`src/rtl/mem_port_arbiter.sv`:
```
// -----------------------------------------------------------------------------
// mem_port_arbiter
//
// Purpose: shares one single-ported, byte-banked memory_group between the
// instruction-fetch requester (f_*) and the load/store requester (d_*).
// One access is selected per cycle. The winner's payload is forwarded
// combinationally to the memory. The one-cycle-delayed read data is routed
// back to the requester that owned the access.
//
// Optional feature: define MEM_ARB_STARVE_GUARD_EN to add the fetch
// starvation guard. A fetch refused STARVE_LIMIT consecutive cycles then
// wins over a concurrent data request. Without the macro, data always has
// priority over fetch.
//
// Ports:
//   clk, rst                       clock, synchronous active-high reset
//   f_req, f_addr                  fetch request and byte address
//   f_gnt, f_rvalid, f_rdata       fetch accept, response valid, read data
//   d_req, d_addr                  load/store request and byte address
//   d_write_mask, d_write_data     byte write mask (0 = read) and store data
//   d_gnt, d_rvalid, d_rdata       load/store accept, response valid, read data
//   mem_addr, mem_write_mask,      to memory_group
//   mem_write_data
//   mem_read_data                  from memory_group, registered (1-cycle)
//
// Handshake: a requester raises *_req with a stable payload. It keeps both
// unchanged until it sees *_gnt. An access is accepted in the cycle where
// *_req && *_gnt. Exactly one *_rvalid pulse follows on the next cycle, in
// grant order. f_gnt and d_gnt are never high together, and both are low
// while rst is high.
// -----------------------------------------------------------------------------
module mem_port_arbiter #(
  parameter int DATA_DEPTH   = 4096,
  parameter int STARVE_LIMIT = 4,
  localparam int ADDR_W      = 2 + $clog2(DATA_DEPTH)
) (
  input  logic              clk,
  input  logic              rst,
  input  logic              f_req,
  input  logic [ADDR_W-1:0] f_addr,
  output logic              f_gnt,
  output logic              f_rvalid,
  output logic [31:0]       f_rdata,
  input  logic              d_req,
  input  logic [ADDR_W-1:0] d_addr,
  input  logic [3:0]        d_write_mask,
  input  logic [31:0]       d_write_data,
  output logic              d_gnt,
  output logic              d_rvalid,
  output logic [31:0]       d_rdata,
  output logic [ADDR_W-1:0] mem_addr,
  output logic [3:0]        mem_write_mask,
  output logic [31:0]       mem_write_data,
  input  logic [31:0]       mem_read_data
);

  if (STARVE_LIMIT < 1 || STARVE_LIMIT > 255) begin : g_limit_check
    $error("mem_port_arbiter: STARVE_LIMIT must be within 1..255");
  end

  logic              starve_fire;
  logic [ADDR_W-1:0] last_addr;
  logic              resp_valid;
  logic              resp_owner;  // 0 = fetch, 1 = data

`ifdef MEM_ARB_STARVE_GUARD_EN
  localparam logic [7:0] LIMIT = 8'(STARVE_LIMIT);

  // Counts consecutive cycles in which fetch asked and was refused.
  logic [7:0] starve_cnt;

  assign starve_fire = (starve_cnt == LIMIT);

  always_ff @(posedge clk) begin
    if (rst) begin
      starve_cnt <= 8'd0;
    end else if (!f_req || f_gnt) begin
      starve_cnt <= 8'd0;
    end else if (starve_cnt != 8'hFF) begin
      starve_cnt <= starve_cnt + 8'd1;
    end
  end
`else
  assign starve_fire = 1'b0;
`endif

  // Data wins a collision unless fetch has waited long enough. Reset gates
  // both grants, so no write can reach the memory while rst is high.
  assign d_gnt = !rst && d_req && !(f_req && starve_fire);
  assign f_gnt = !rst && f_req && !d_gnt;

  // Winner mux. This is the only logic between *_req and mem_addr.
  // When idle, the address is held so the banks see no needless toggling.
  always_comb begin
    mem_addr       = last_addr;
    mem_write_mask = 4'b0000;
    mem_write_data = 32'd0;
    if (rst) begin
      mem_addr = '0;
    end else if (d_gnt) begin
      mem_addr       = d_addr;
      mem_write_mask = d_write_mask;
      mem_write_data = d_write_data;
    end else if (f_gnt) begin
      mem_addr = f_addr;
    end
  end

  always_ff @(posedge clk) begin
    if (rst) begin
      last_addr  <= '0;
      resp_valid <= 1'b0;
      resp_owner <= 1'b0;
    end else begin
      last_addr  <= mem_addr;
      resp_valid <= f_gnt || d_gnt;
      resp_owner <= d_gnt;
    end
  end

  // The response is gated by rst. A reset in the cycle after acceptance
  // therefore drops the pending response as well.
  assign f_rvalid = !rst && resp_valid && !resp_owner;
  assign d_rvalid = !rst && resp_valid &&  resp_owner;

  assign f_rdata = mem_read_data;
  assign d_rdata = mem_read_data;

endmodule
```
`config.mk`:
```
export PLATFORM = sky130hd
export DESIGN_NAME = mem_port_arbiter
export DESIGN_NICKNAME = d
export VERILOG_FILES = /design/src/rtl/mem_port_arbiter.sv
export SDC_FILE = /design/constraint.sdc
export NUM_CORES = 1
export LEC_CHECK = 0
export BUFFER_PORTS_ARGS = -buffer_cell sky130_fd_sc_hd__buf_2
export CORE_ASPECT_RATIO = 1.5
export CORE_MARGIN = 8
export CORE_UTILIZATION = 32
export CTS_CLUSTER_SIZE = 10
export DETAILED_ROUTE_END_ITERATION = 6
export PLACE_DENSITY = 0.82
export SYNTH_ARGS = -nofsm -noshare
export SYNTH_HDL_FRONTEND = slang
export SYNTH_SLANG_ARGS = --single-unit
```
`constraint.sdc`:
```
create_clock -name clk -period 1.25 [get_ports clk]
set_clock_uncertainty 0.15 [all_clocks]
set_input_delay 0.0625 -clock clk [delete_from_list [all_inputs] [get_ports clk]]
set_output_delay 0.0625 -clock clk [all_outputs]
set_load 0.01 [all_outputs]
```
==> run metrics <==
status completed; worst-margin pin slew 0.246 ns; GRT overflow 0; routed len/inst 19.2 microns; fin crit period 1.24 ns; Ports 218; Post-synth top cells buf_4 (65), and2_1 (36), a211oi_1 (28), dfxtp_1 (16), nor2b_1 (16); P_int 0.00109 W; multi-input combinational cell area 742 sq um; Reg clk slew, reported paths 0.06 ns; Avg Synthesized Cell Area 8.40 sq um; register area 329 sq um; die width 74.3 microns; unrepaired setup endpoints after global routing true; Layout Cells excl Fill 349; Via density 4.51; largest area contributor in the netlist buf_4; root buffer selected by CTS clkbuf_8; yosys warns 0; endpoints failing hold 0; Die H 103 microns; Via Count 1,573; fraction of registers with async set/reset 0%; Filler Cell Count 525; Clock Sinks 16; worst-path maximum fanout 2; Clock Latency Late Sink 0.24 ns; most numerous cell in the Yosys netlist buf_4; Worst slew margin 83.1%; VDD IR max 842 uV; M1 wire length 2.06 mm; CTS tree yes; first-pass GRT wire length 9.09 mm; core outline area 5040 sq um; initial antenna violation count 2; initial core utilization 32.3%; worst-case reg-to-reg path depth 3; Sw Ratio 32.3%; Clk pwr share 23.1%; layout cells sized above 1 53.0%; ys flop type dfxtp_1; met3 wire len 1.71 mm; leading post-synthesis cells by cell area buf_4 (30%), dfxtp_1 (20%), and2_1 (14%), a211oi_1 (13%), mux2i_1 (8.6%); Remaining DRCs 0; Synth Cell Area 1630 sq um; post-synth net total 294; final core utilization 44.2%; final setup TNS 0 ns; P per Cell Area 722 nW/um^2; htree depth 1; PortBufs 121; pre-CTS setup slack 0.0318 ns; combinational share of power 41.9%; Final Setup Violations 0; fin crit share 99.6%; CP endpoint kind output pin; Max Cap Viol 0; FF+latch count, synth 16; sequential fraction of the synthesis area 19.6%; Iter 0 DRT Violations 23; Tot GR Track Use 15.7%; dpl cells 311; crit path DAT 1.03 ns; detailed-router iteration count before antenna repair 4; die outline area 7680 sq um; TritonCTS Buffers 3; Area Overhead vs Synth 36.9%; top cell type's share of synthesized area 29.9%; CP Launch Type register; Antenna Violating Nets Remaining 0; Power Total 0.00161 W; routed length on met2 2.88 mm; EDFF count, synth 0; largest net degree at the start of global routing 38; Max Slew Vio Count 0; Leak 1.16 nW; RePlAce Congestion 0.785; Antenna Cells 0; dpl hpwl 5.18 mm; max layer used met5; Max Freq 803 MHz; crit path kind reg2out; Psw 0.000520 W; final setup margin 0.00532 ns; site row count 32; sequential power share 34.9%; Hold Path Cell Cnt 3; Total Wirelength 6.71 mm; cell count after synthesis 194; count of cell types in the netlist 15; worst-case clock buffer depth 2; number of global-route vias before repair 1,688; Final nets 383; CP required 1.04 ns; hold crit path type in2reg
==> sequential cells by signal, indices dropped and copies added (netlist names) <==
register    count
resp_valid      1
resp_owner      1
last_addr      14
==> per-layer routing <==
metal  up-vias  GRT usage (%)
met4         4           3.48
li1        755              -
met5         -              0
met1       672           13.4
met2       134           23.8
met3         8           18.1
==> final cells by class <==
cell class,instances,share of cell area [%]
well taps,68,3.81
multi-input cells,99,33.2
flip-flops and latches,16,14.7
repair buffers,162,46.2
clock buffers,3,1.85
inverters,1,0.168
==> kinds of logic (layout without fill, tap and decap cells) <==
| group | Yosys count | count (layout) | synth area share [%] |
|---|---|---|---|
| buf+inv | 79 | 166 | 36.7 |
| simple gates | 57 | 57 | 22.2 |
| compound gates | 28 | 28 | 12.9 |
| flops | 16 | 16 | 19.6 |
| mux | 14 | 14 | 8.60 |
==> power groups by stage <==
stage / registers, W / clock network [W] / logic, W
floorplan: 0.000566 / 0 / 0.000472
global placement: 0.000569 / 0 / 0.000476
detailed placement: 0.000569 / 0 / 0.000487
CTS: 0.000559 / 0.000383 / 0.000667
global route: 0.000566 / 0.000398 / 0.000740
finish: 0.000562 / 0.000373 / 0.000676
==> metrics by stage <==
stage	hold slack [ns]	area, sq um
global placement	-0.0249	1810
global route	0.0304	2230
floorplan	0.0668	1630
finish	0.0139	2230
detailed placement	-0.0249	1810
CTS	0.0211	2190
==> repair_timing <==
| action | in CTS | in global routing |
|---|---|---|
| endpoints found under the setup margin | 9 | 14 |
| setup buffers | 1 | 2 |
| pin swaps | 9 | 7 |
| resized for setup | 2 | 11 |
| cloned | 0 | 0 |
| hold endpoints to repair | 64 | 0 |
| hold buffers | 32 | 0 |
==> final timing paths <==
kind	end	from	slack, ns
max	mem_addr[11]	last_addr[11]	0.005
max reg2reg	last_addr[10]	last_addr[10]	0.27
min	last_addr[13]	d_addr[13]	0.01
min reg2reg	last_addr[1]	last_addr[1]	0.45
==> critical path, cell delays in order (launching register included) <==
cell and delay (ns):
dfxtp_2 0.31, mux2i_1 0.07, a211oi_1 0.24, buf_2 0.17
==> cells in the final DEF, fill, tap and decap left out, types with 3 or more instances in the layout <==
cell	count
buf_4	6
mux2i_1	12
a211oi_2	4
nor2b_1	15
dfxtp_2	7
buf_12	3
dlygate4sd3_1	32
clkbuf_8	3
buf_2	121
and2_1	36
a211oi_1	24
dfxtp_1	9
Note: power is estimated with default switching activity, not from simulation.
